===== config.mk =====
export PLATFORM = sky130hd
export DESIGN_NAME = trap_sequencer
export DESIGN_NICKNAME = d
export VERILOG_FILES = /design/src/rtl/trap_sequencer.sv
export SDC_FILE = /design/constraint.sdc
export NUM_CORES = 1
export LEC_CHECK = 0
export CAP_MARGIN = 20
export CELL_PAD_IN_SITES_DETAIL_PLACEMENT = 1
export CELL_PAD_IN_SITES_GLOBAL_PLACEMENT = 2
export CORE_AREA = 2 2 334 336
export DETAILED_ROUTE_END_ITERATION = 10
export DIE_AREA = 0 0 336 338
export PLACE_DENSITY = 0.7
export SLEW_MARGIN = 0
export SYNTH_ARGS = -nofsm -noshare
export SYNTH_HDL_FRONTEND = slang
export SYNTH_SLANG_ARGS = --single-unit

===== constraint.sdc =====
create_clock -name clk -period 27 [get_ports clk]
set_input_delay 5.4 -clock clk [delete_from_list [all_inputs] [get_ports clk]]
set_output_delay 5.4 -clock clk [all_outputs]
set_load 0.1 [all_outputs]

===== src/rtl/trap_sequencer.sv =====
// trap_sequencer: machine-mode trap/mret sequencer at writeback; flush, drain, CSR commit, redirect.
module trap_sequencer #(
  parameter int MXLEN       = 64,
  parameter bit VECTORED_EN = 1'b1
) (
  input  logic             clk,
  input  logic             reset,
  input  logic             wb_valid,
  input  logic [63:0]      wb_pc,
  input  logic             wb_excep_en,
  input  logic             wb_mret,
  input  logic [MXLEN-1:0] wb_mcause,
  input  logic [MXLEN-1:0] wb_mtval,
  input  logic             mem_busy,
  input  logic [MXLEN-1:0] csr_mip,
  input  logic [MXLEN-1:0] csr_mie,
  input  logic [MXLEN-1:0] csr_mtvec,
  input  logic [MXLEN-1:0] csr_mepc,
  input  logic [MXLEN-1:0] csr_mstatus,
  input  logic [1:0]       priv,
  input  logic             redirect_ready,
  output logic             wb_kill,
  output logic             flush,
  output logic             busy,
  output logic             csr_we,
  output logic [MXLEN-1:0] mepc_wd,
  output logic [MXLEN-1:0] mcause_wd,
  output logic [MXLEN-1:0] mtval_wd,
  output logic [MXLEN-1:0] mstatus_wd,
  output logic [1:0]       priv_wd,
  output logic             redirect_valid,
  output logic [63:0]      redirect_pc
);
  typedef enum logic [1:0] {IDLE, DRAIN, COMMIT, REDIR} state_t;
  state_t           state;
  logic [MXLEN-1:0] pend, ms, target, ev_cause, ev_tval, last_cause, last_tval;
  logic [63:0]      ev_pc;
  logic [3:0]       code, ev_code;
  logic             irq, take, ev_trap, ev_irq;
  always_comb begin
    pend   = csr_mip & csr_mie & MXLEN'(12'h888);
    irq    = |pend && (priv != 2'b11 || csr_mstatus[3]);
    code   = pend[11] ? 4'd11 : pend[3] ? 4'd3 : 4'd7;
    take   = !reset && state == IDLE && wb_valid && (irq || wb_excep_en || wb_mret);
    ms     = csr_mstatus;
    ms[7]  = ev_trap ? csr_mstatus[3] : 1'b1;
    ms[3]  = ev_trap ? 1'b0 : csr_mstatus[7];
    ms[12:11] = ev_trap ? priv : 2'b00;
    target = ev_trap ? {csr_mtvec[MXLEN-1:2], 2'b00} +
                       ((ev_irq && VECTORED_EN && csr_mtvec[1:0] == 2'b01) ? MXLEN'({ev_code, 2'b00}) : '0)
                     : csr_mepc;
  end
  assign wb_kill    = take;
  assign flush      = take || state == DRAIN || state == COMMIT;
  assign mepc_wd    = csr_we ? (ev_trap ? ev_pc : csr_mepc) : '0;
  assign mcause_wd  = csr_we ? (ev_trap ? ev_cause : last_cause) : '0;
  assign mtval_wd   = csr_we ? (ev_trap ? ev_tval : last_tval) : '0;
  assign mstatus_wd = csr_we ? ms : '0;
  assign priv_wd    = csr_we ? (ev_trap ? 2'b11 : csr_mstatus[12:11]) : 2'b00;
  // mcause/mtval have no read port here, so the last committed values are kept for mret rewrites
  always_ff @(posedge clk or posedge reset) begin
    if (reset) begin
      state          <= IDLE;
      busy           <= 1'b0;
      csr_we         <= 1'b0;
      redirect_valid <= 1'b0;
      redirect_pc    <= '0;
      ev_trap        <= 1'b0;
      ev_irq         <= 1'b0;
      ev_code        <= '0;
      ev_pc          <= '0;
      ev_cause       <= '0;
      ev_tval        <= '0;
      last_cause     <= '0;
      last_tval      <= '0;
    end else begin
      case (state)
        IDLE: if (take) begin
          ev_trap  <= irq || wb_excep_en;
          ev_irq   <= irq;
          ev_code  <= code;
          ev_pc    <= wb_pc;
          ev_cause <= irq ? {1'b1, {(MXLEN-5){1'b0}}, code} : wb_mcause;
          ev_tval  <= irq ? '0 : wb_mtval;
          busy     <= 1'b1;
          csr_we   <= !mem_busy;
          state    <= mem_busy ? DRAIN : COMMIT;
        end
        DRAIN: if (!mem_busy) begin
          csr_we <= 1'b1;
          state  <= COMMIT;
        end
        COMMIT: begin
          csr_we         <= 1'b0;
          redirect_valid <= 1'b1;
          redirect_pc    <= target;
          state          <= REDIR;
          if (ev_trap) begin
            last_cause <= ev_cause;
            last_tval  <= ev_tval;
          end
        end
        default: if (redirect_ready) begin
          redirect_valid <= 1'b0;
          busy           <= 1'b0;
          state          <= IDLE;
        end
      endcase
    end
  end
endmodule


Yosys cells after proc, flatten, opt, wreduce, memory -nomap -nowiden

Cells that the tools add are included.

$add $sub $neg: 1
Equal/unequal tests: 6
Muxes and demuxes: 30
Bitwise logic cells: 3
Reduce and logical (&&, ||, !) cells: 25

Operators with widths:

| cell                                                                   | number |
|---|---|
| 64-bit 2-to-1 mux                                                      | 10 |
| 64-bit by 6-bit adder with 64-bit output                               | 1 |
| 2-bit 2-to-1 mux                                                       | 7 |
| 12-bit AND                                                             | 1 |
| 3-bit AND reduction                                                    | 3 |
| 1-bit 2-to-1 mux                                                       | 6 |
| 6-bit 2-to-1 mux                                                       | 1 |
| 2-bit inequality test (second input constant)                          | 3 |
| 2-bit case mux with 3 select lines                                     | 1 |
| 1-bit logical AND                                                      | 5 |
| 1-bit logical OR                                                       | 5 |
| 2-bit by 1-bit equality test with 1-bit output (second input constant) | 2 |
| 4-bit 2-to-1 mux                                                       | 1 |
| 1-bit case mux with 2 select lines                                     | 2 |
| 2-bit AND reduction                                                    | 2 |
| 2-bit nonzero test                                                     | 2 |
| 4-bit nonzero test                                                     | 1 |
| 2-bit OR reduction                                                     | 2 |
| 3-bit 2-to-1 mux                                                       | 1 |
| 1-bit case mux with 3 select lines                                     | 1 |
| 3-bit nonzero test                                                     | 1 |
| 3-bit OR reduction                                                     | 1 |
| 2-bit equality test (second input constant)                            | 1 |
| 1-bit zero test                                                        | 2 |
| 2 further kinds                                                        | 3 |

Flip-flop bits (word level): 395
Bits of input ports: 521
Output and inout bits: 327
Word-level logic and storage cells: 78

Longest topological paths before layout

Gate-level depths: netlist of the first run.

Depth in word-level cells: 8
Gate-level depth with buffers: 12
Depth with buffers taken out: 9

Worst setup path before layout of the first run

No wires, ideal clock.

Path kind: input port to output port
Start: input reset
End: output wb_kill
Data arrival time: 16.075 ns
Data required time: 21.600 ns
Slack: 5.525 ns
Stages: 6
Buffers on the path: 2
Path through: inv_1 and3_1 o31ai_2 inv_1 clkbuf_1 buf_1

Word-level cells in the longest chain between the ends: 4

RTL lines:

| what                             | line | RTL |
|---|---|---|
| start: declaration               | 7    | `input logic reset,` |
| 1-bit zero test (no source line) | --   |  |
| 1-bit logical AND (3 in series)  | 44   | `take = !reset && state == IDLE && wb_valid && (irq \|\| wb_excep_en \|\| wb_mret);` |
| end: declaration                 | 22   | `output logic wb_kill,` |

Every way passes these cells.

Worst setup path in the final report of the first run

Start: input csr_mstatus[3]
End: output wb_kill

Word-level cells in the longest chain between the ends: 5

RTL lines:

| what                           | line | RTL |
|---|---|---|
| start: declaration             | 19   | `input logic [MXLEN-1:0] csr_mstatus,` |
| 1-bit logical OR               | 42   | `irq = \|pend && (priv != 2'b11 \|\| csr_mstatus[3]);` |
| 1-bit logical AND              | 42   |  |
| 1-bit logical OR (2 in series) | 44   |  |
| 1-bit logical AND              | 44   |  |

Every way passes these cells.

==> impl.org, run 1 <==
** GRT
- For this run, the total global-route usage over all layers was measured as 15.0%.
- Entering global routing, the biggest net connects 141 pins.
- Global-route congestion overflow total :: 0
- Number of antenna violations at the first check in global routing :: 32
- The first global-routing pass estimated 128000 um of wire.
- The via count of the first global-routing pass is 18900.

** Clock network
- TritonCTS buffer count :: 51
- CTS H-Tree Depth :: 2
- For this design, the CTS-stage hold fixing added 0 buffers.
- Post-CTS timing repair inserted 0 buffers for setup.
- CTS sink count :: 394
- TritonCTS clock tree :: yes
- The clock passes through at most 3 buffers.
- Source-to-sink clock delay at the later pin of the worst-skew pair :: 0.62 ns
- CTS placed an instance of clkbuf_16 at the clock tree root.
- Number of gates resized after CTS :: 0
- Register clock-pin slew on the reported worst setup and hold paths :: 0.06 ns

** Floorplanning
- DIE AREA :: 114000 um^2
- Initial core utilization :: 18.8%
- 848 I/O pins were placed.
- Horizontal die dimension :: 336 um
- Row count :: 122
- In this run the standard cell core region covers 110000 um^2.
- The die is 338 um tall.

** Cells and area
- Filler instances :: 12700
- Nets@finish :: 3390
- After routing the design area is 31200 um^2.
- Final Non-Filler Cells :: 4398
- Layout area overhead :: 51.2%
- Cells with a size suffix above 1 make up 9.28% of the layout.

** Route
- Drt via density :: 4.12
- Antenna Nets Post-Route :: 0
- Routed wire length per instance :: 20.0 um
- The detailed router finished its first iteration with 634 violations.
- For this run, the detailed router's first-pass iteration total came to 4.
- Vias after detailed routing :: 18100
- In the routed design, unresolved DRC markers number 0.
- Routed wire length :: 87800 um

** Min path
- In this run the worst hold path is classified as flop to flop.

** STA
- Between clock sinks in the finished design, the worst skew comes to 0.0167 ns.
- Number of max-slew violations in the final report :: 0
- Measured against its own limit, the worst slew margin works out to 12.6%.
- Worst slew pin tran :: 1.31 ns
- The number of endpoints with negative hold slack in the final report was 0.
- Setup violations remaining at the end of the flow were counted as 0.
- After layout, the minimum clock period comes to 14.93 ns.
- Setup TNS :: 0 ns
- RSZ-0062 raised after global routing :: no
- After layout, the worst path uses 55.3% of the clock period.
- Maximum clock rate :: 0.0670 GHz

** Synth
- Xor and xnor area share after synthesis :: 2.63%
- Dominant register cell in the synthesized netlist :: dfrtp_1
- Biggest area consumer among synthesized cells :: dfrtp_1
- Of the synthesized area, sequential elements account for 47.8%.
- In this run, synthesis inferred 0 flip-flops with an integrated enable.
- Synthesis instantiated 51 different standard cells from the library.
- The synthesized netlist devotes 5.46% of its cell area to compound gates.
- Synthesis produced a netlist with a net count of 2742.
- Summed over its instances, the top area cell type makes up 47.8% of the synthesized netlist area.
- By area, the combinational part of the netlist is dominated by simple AND/OR/NAND/NOR gates.
- Multiplexer area fraction after synthesis :: 15.3%
- Biggest area contributors in the synthesized netlist :: dfrtp_1, nand2_1, mux2_2
- Basic-gate share of the synthesized area counting and, or, nand and nor cells :: 25.2%
- A synthesized cell averages 9.32 um^2.
- List of most frequent post-synthesis cells :: nand2_1, dfrtp_1, nor2b_1
- Synthesis handed over a netlist of 2213 instances.
- Synthesis-stage register bit count :: 394
- Mapped cell area :: 20600 um^2
- Proportion of synthesized flip-flops having asynchronous set or reset :: 100%
- During synthesis, Yosys emitted a total of 0 warnings.
- nand2_1 is the most common cell in the netlist.
- Share of synthesized cell area in full adder, half adder and majority cells :: 0.485%

** Critical path
- STA classifies the critical path startpoint as a primary input.
- Crit Path Class :: primary input to primary output
- Endpoint type of the worst setup path :: primary output
- Data on the critical path arrives at its endpoint at 9.53 ns.
- Critical-path maximum fanout :: 85
- STA puts the critical path data required time at 21.60 ns.

** Run status
- The run finished with clean final reports.

** Power and ir drop
- IR analysis of the VDD net gives a maximum drop of 0.0603 mV.
- Summed over all cells, the static leakage comes to 13.5 nW.
- Power comes to 0.00436 W.
- Pwr dens :: 140 nW/um^2

** Placement
- The congestion estimate from routability-driven global placement came to 0.815.
- Once detailed placement completed, the half-perimeter wirelength came to 62200 um.
- In this run, placement finished with an instance count of 4296.
- The count of buffers added on input and output ports is 725.
- Placed Instance Area :: 29400 um^2

** Run
- The tool flagged a number of max-cap violations equal to 0.
-- cells by family after synthesis --
logic type,Yosys count
AND/OR/NAND/NOR,1084
flip-flops,394
multiplexers,297
AO/OA/AOI/OAI,193
buffers and inverters,175
XOR/XNOR,62
adder cells (fa/ha/maj),8
-- cell usage in the layout (no fill, tap or decap), types with 38 or more instances in the layout --
master,instances
a21oi_1,38
and2_1,66
clkbuf_16,51
clkdlybuf4s50_1,724
dfrtp_1,392
mux2_2,143
mux2i_1,154
nand2_1,555
nand3_1,142
nor2_1,41
nor2b_1,173
o21ai_0,87
xnor2_1,53
-- through the flow --
stage          setup slack (ns)  hold slack, ns  util [%]
4_1_cts                   11.93           0.475      28.3
5_1_grt                   11.77           0.493      28.3
6_report                  12.07           0.465      28.3
2_1_floorplan              5.53           0.438         -
3_3_place_gp              11.93           0.456      26.7
3_5_place_dp              11.93           0.460      26.7
-- area by class of cell --
type / count / area, um^2 / area share (%)
repair buffers: 749 / 7460 / 23.9
clock buffers: 79 / 1520 / 4.88
inverters: 21 / 93.8 / 0.301
diodes: 10 / 25.0 / 0.0802
flip-flops and latches: 394 / 9870 / 31.6
multi-input cells: 1644 / 10200 / 32.6
clock inverters: 13 / 211 / 0.678
well taps: 1488 / 1860 / 5.97
-- path summary, 6_finish.rpt --
path                                start             end  slack, ns  depth (start not counted)
setup reg to reg                 state[1]    ev_cause[17]      22.90                         10
max in group asynchronous           reset  redirect_pc[9]      19.75                          4
min in group asynchronous           reset       ev_pc[61]       5.28                          2
setup / recovery           csr_mstatus[3]         wb_kill      12.07                          9
hold / removal                 ev_code[2]      ev_code[2]       0.47                          2
hold reg to reg                ev_code[2]      ev_code[2]       0.47                          2
-- power breakdown --
group / switching [W] / total, W / internal [W]
clock: 0.000285 / 0.000718 / 0.000433
sequential: 0.000171 / 0.00103 / 0.000861
combinational: 0.00187 / 0.00261 / 0.000734
-- critical path, stage by stage --
cell	delay, ns
clkdlybuf4s50_1	0.49
and3b_1	0.42
a21oi_2	0.20
buf_4	0.22
o31ai_4	0.07
buf_4	0.33
inv_8	0.44
buf_4	0.55
clkdlybuf4s50_1	1.24
-- metal layers --
metal  part of all wire, %  global-route usage (%)
met2                    47                    24.5
met1                    43                    18.5
met4                   1.4                    3.15
met3                   8.9                    6.12
met5                  0.29                       0
-- state kept, by name, summed over array words and instances, names as in the netlist --
register / cells
busy: 1
csr_we: 1
ev_cause: 64
ev_code: 3
ev_irq: 1
ev_pc: 64
ev_trap: 1
ev_tval: 64
last_cause: 64
last_tval: 64
redirect_pc: 64
redirect_valid: 1
state: 2
Power figures use the tool's default switching activity.
==> run 2: changes to the inputs <==
--- a/config.mk
+++ b/config.mk
@@ -8,10 +8,10 @@
 export CAP_MARGIN = 20
 export CELL_PAD_IN_SITES_DETAIL_PLACEMENT = 1
 export CELL_PAD_IN_SITES_GLOBAL_PLACEMENT = 2
-export CORE_AREA = 2 2 334 336
+export CORE_AREA = 2 2 331 333
 export DETAILED_ROUTE_END_ITERATION = 10
-export DIE_AREA = 0 0 336 338
-export PLACE_DENSITY = 0.7
+export DIE_AREA = 0 0 333 335
+export PLACE_DENSITY = 0.73
 export SLEW_MARGIN = 0
 export SYNTH_ARGS = -nofsm -noshare
 export SYNTH_HDL_FRONTEND = slang
==> constraint.sdc (replaced) <==
create_clock -name clk -period 12.6 [get_ports clk]
set_input_delay 2.52 -clock clk [delete_from_list [all_inputs] [get_ports clk]]
set_output_delay 2.52 -clock clk [all_outputs]
set_load 0.1 [all_outputs]
==> run 2 against run 1 <==
Routed wire length is 1.0% lower. Total power rose by 110%. Die area down 1.8%. First-iteration DRC count up 1.3%. Hold slack improved by 0.0059 ns. Critical endpoint is now flush. Combinational power up 110%. Clock skew up 0.037 ns.
==> impl.org, run 2 (synthesis gave the netlist of run 1 again) <==
** Power and ir drop
- The switching share of power is 53.6% (+0.21 points).
- Total net switching power :: 0.00500 W (+110%)
- The combinational power share came to 60.0% (+0.2 points).
- The power density over the cells was 299 nW/um^2 (+110%).
- Fraction of power consumed by the clock network :: 16.3% (-0.2 points)
- The portion of total power attributed to sequential cells came to 23.7% (about the same).
- Power Total :: 0.00932 W (+110%)
- Cell Int Power :: 0.00432 W (+110%)
- Max IR drop VDD :: 0.129 mV (+110%)
- The leakage power total was 13.5 nW (+0.11%).

** GRT
- The maximum number of pins on one net before global-route repair was 169 (+20%).
- The number of antenna violations at the first check in global routing came to 21 (-34%).
- The remaining global-route overflow came to 0 (unchanged).
- Vias in the first global route :: 18900 (+0.16%)
- The global-route wire length before repair is 128000 um (+0.15%).
- The total global routing track utilization came to 15.1% (+0.15 points).

** Floorplanning
- Initial core utilization :: 19.1% (+0.34 points)
- Number of top-level pins :: 848 (unchanged)
- Horizontal die dimension :: 333 um (-0.89%)
- DIE HEIGHT :: 335 um (-0.89%)
- Area of the core :: 108000 um^2 (-1.8%)
- Row count :: 121 (-0.82%)
- The die area is 112000 um^2 (-1.8%).

** STA
- The number of pins with negative max-slew slack in the final report came to 0 (unchanged).
- The number of endpoints with negative hold slack in the final report was 0 (unchanged).
- The clock period could shrink to 8.43 ns.
- The final-layout worst hold slack came to 0.471 ns (+0.00595 ns).
- Timing would allow up to 0.119 GHz.
- The final critical path takes up 66.9% of the cycle.
- Slew HR :: 22.9% (+10 points)
- RSZ-0062 raised after global routing :: no
- Clock skew :: 0.0536 ns (+0.0369 ns)
- The worst-case setup margin in the final layout is 4.17 ns (-7.90 ns).
- Worst slew pin tran :: 1.15 ns (-0.158 ns)
- Final setup viols :: 0 (unchanged)

** Clock network
- The maximum root-to-sink buffer count was 3 (unchanged).
- The total of hold buffers inserted after clock tree synthesis is 0 (unchanged).
- The clock insertion delay at the later pin of the skew report is 0.65 ns (+0.03 ns).
- Register clock-pin slew on the reported worst setup and hold paths :: 0.06 ns (about the same)
- The number of H-tree levels is 2 (unchanged).
- CTS placed an instance of clkbuf_16 at the clock tree root.
- The number of gates resized after CTS came to 0 (unchanged).
- TritonCTS built the clock tree.
- CTS sink count :: 394 (unchanged)
- TritonCTS buffer count :: 52 (+2.0%)
- Total setup buffers inserted after CTS :: 0 (unchanged)

** Placement
- Count of port buffers added during placement :: 725 (unchanged)
- Weighted congestion reported at the end of routability-driven placement :: 0.832 (+2.1%)
- Worst slack, placed :: 4.05 ns (-7.87 ns)
- Detailed placement HPWL :: 61100 um (-1.8%)
- The number of cells after detailed placement is 4222 (-1.7%).
- The cell area after placement is 29400 um^2 (-0.26%).

** Route
- Routed wire length :: 86900 um (-1.0%)
- Antenna Nets Post-Route :: 0 (unchanged)
- Total iterations of the first detailed-routing run :: 4 (unchanged)
- The starting DRC count in detailed routing is 642 (+1.3%).
- The routed length per placed instance is 20.1 um (+0.79%).
- DRC violation count after routing :: 0 (unchanged)
- Drt via density :: 4.20 (+1.9%)
- Vias after detailed routing :: 18100 (+0.044%)

** Critical path
- Endpoint type of the worst setup path :: primary output
- The maximum fanout along the worst path came to 87 (+2.4%).
- Worst path required time :: 10.08 ns (-11.52 ns)
- The worst reg-to-reg setup slack came to 9.05 ns (-13.85 ns).
- Timing endpoint of the critical path :: flush
- Data arrival time of the worst path :: 5.91 ns (-3.62 ns)
- The worst setup path is launched from a primary input.
- The worst register-to-register path begins at ev_irq.
- CP Launch Point :: csr_mie[3]
- In this run the critical register-to-register path is captured at redirect_pc[62].
- The worst reg-to-reg path cell count is 9 (-1).
- The critical path is of the primary input to primary output type.

** Cells and area
- Final Cell Area :: 31100 um^2 (-0.24%)
- The total area of sequential cells came to 9870 um^2 (unchanged).
- Filler instances :: 12500 (-1.7%)
- Commonest non-fill, non-tap cells in the layout :: clkdlybuf4s50_1, nand2_1, dfrtp_1
- Final Non-Filler Cells :: 4320 (-1.8%)
- The area occupied by multi-input gates was 10200 um^2 (about the same).
- The final layout net count is 3392 (+0.059%).
- The share of layout cells above drive strength 1 is 9.48% (+0.21 points).
- The area growth from synthesis to layout is 50.8%.
- Most frequent standard cell in the layout excluding fill and tap cells :: clkdlybuf4s50_1

** Run
- MaxCap Viol Count :: 0 (unchanged)

** Min path
- The path class of the tightest hold or removal check is flop to flop.

** Run status
- The run finished with clean final reports.
## run 2: changes by cell type in the layout (fill, tap and decap cells not counted), moves of 2 or more
cell / delta
bufinv_16: -2
inv_6: +2
clkdlybuf4s50_1: -2
diode_2: -4
clkbuf_1: -3
## run 2: worst min-delay path by stage
stage | slack, ns | depth (start not counted) | endpoint | startpoint
floorplan | 0.44 | 2 | ev_code[2] | ev_code[2]
global placement | 0.46 | 2 | ev_code[3] | ev_code[3]
detailed placement | 0.46 | 2 | ev_pc[55] | ev_pc[55]
CTS | 0.48 | 2 | ev_pc[55] | ev_pc[55]
global route | 0.49 | 2 | ev_pc[22] | ev_pc[22]
finish | 0.47 | 2 | ev_pc[63] | ev_pc[63]
## run 2: power groups by stage
stage / Sequential [W] / Combinational, W / Clock [W]
after global placement: 0.00221 / 0.00563 / 0
final: 0.00221 / 0.00559 / 0.00152
after global routing: 0.00229 / 0.00591 / 0.00164
after detailed placement: 0.00223 / 0.00566 / 0
after floorplan: 0.00287 / 0.00350 / 0
after CTS: 0.00221 / 0.00568 / 0.00159
## run 2: critical path: stages
cell             delay [ns]
clkdlybuf4s50_1        0.46
a22oi_1                0.56
a21oi_2                0.10
buf_4                  0.22
o31ai_4                0.30
inv_8                  0.23
or3_4                  0.49
clkdlybuf4s50_1        1.00
## run 2: layer usage
layer  wire (um)  global-route usage [%]  part of all wire [%]  vias up
li1            -                       -                     -     8636
met3        7550                    6.12                   8.7      133
met2       40500                    24.7                    47      491
met4        2280                    4.36                   2.6       30
met5         269                   0.608                  0.31        -
met1       36300                    18.2                    42     8850
## run 2: final cells by class
type                       instances  area share [%]
timing repair buffer             750            24.1
clock buffer                      76            4.89
clock inverter                    15           0.655
multi-input combinational       1644            32.6
antenna                            6          0.0482
inverter                          21           0.289
tap                             1414            5.68
sequential                       394            31.7
## run 2: metrics by stage
step	utilization [%]	TNS, ns
after floorplan	-	-0.342
after global placement	27.1	0
after detailed placement	27.2	0
after CTS	28.8	0
after global routing	28.8	0
final	28.8	0
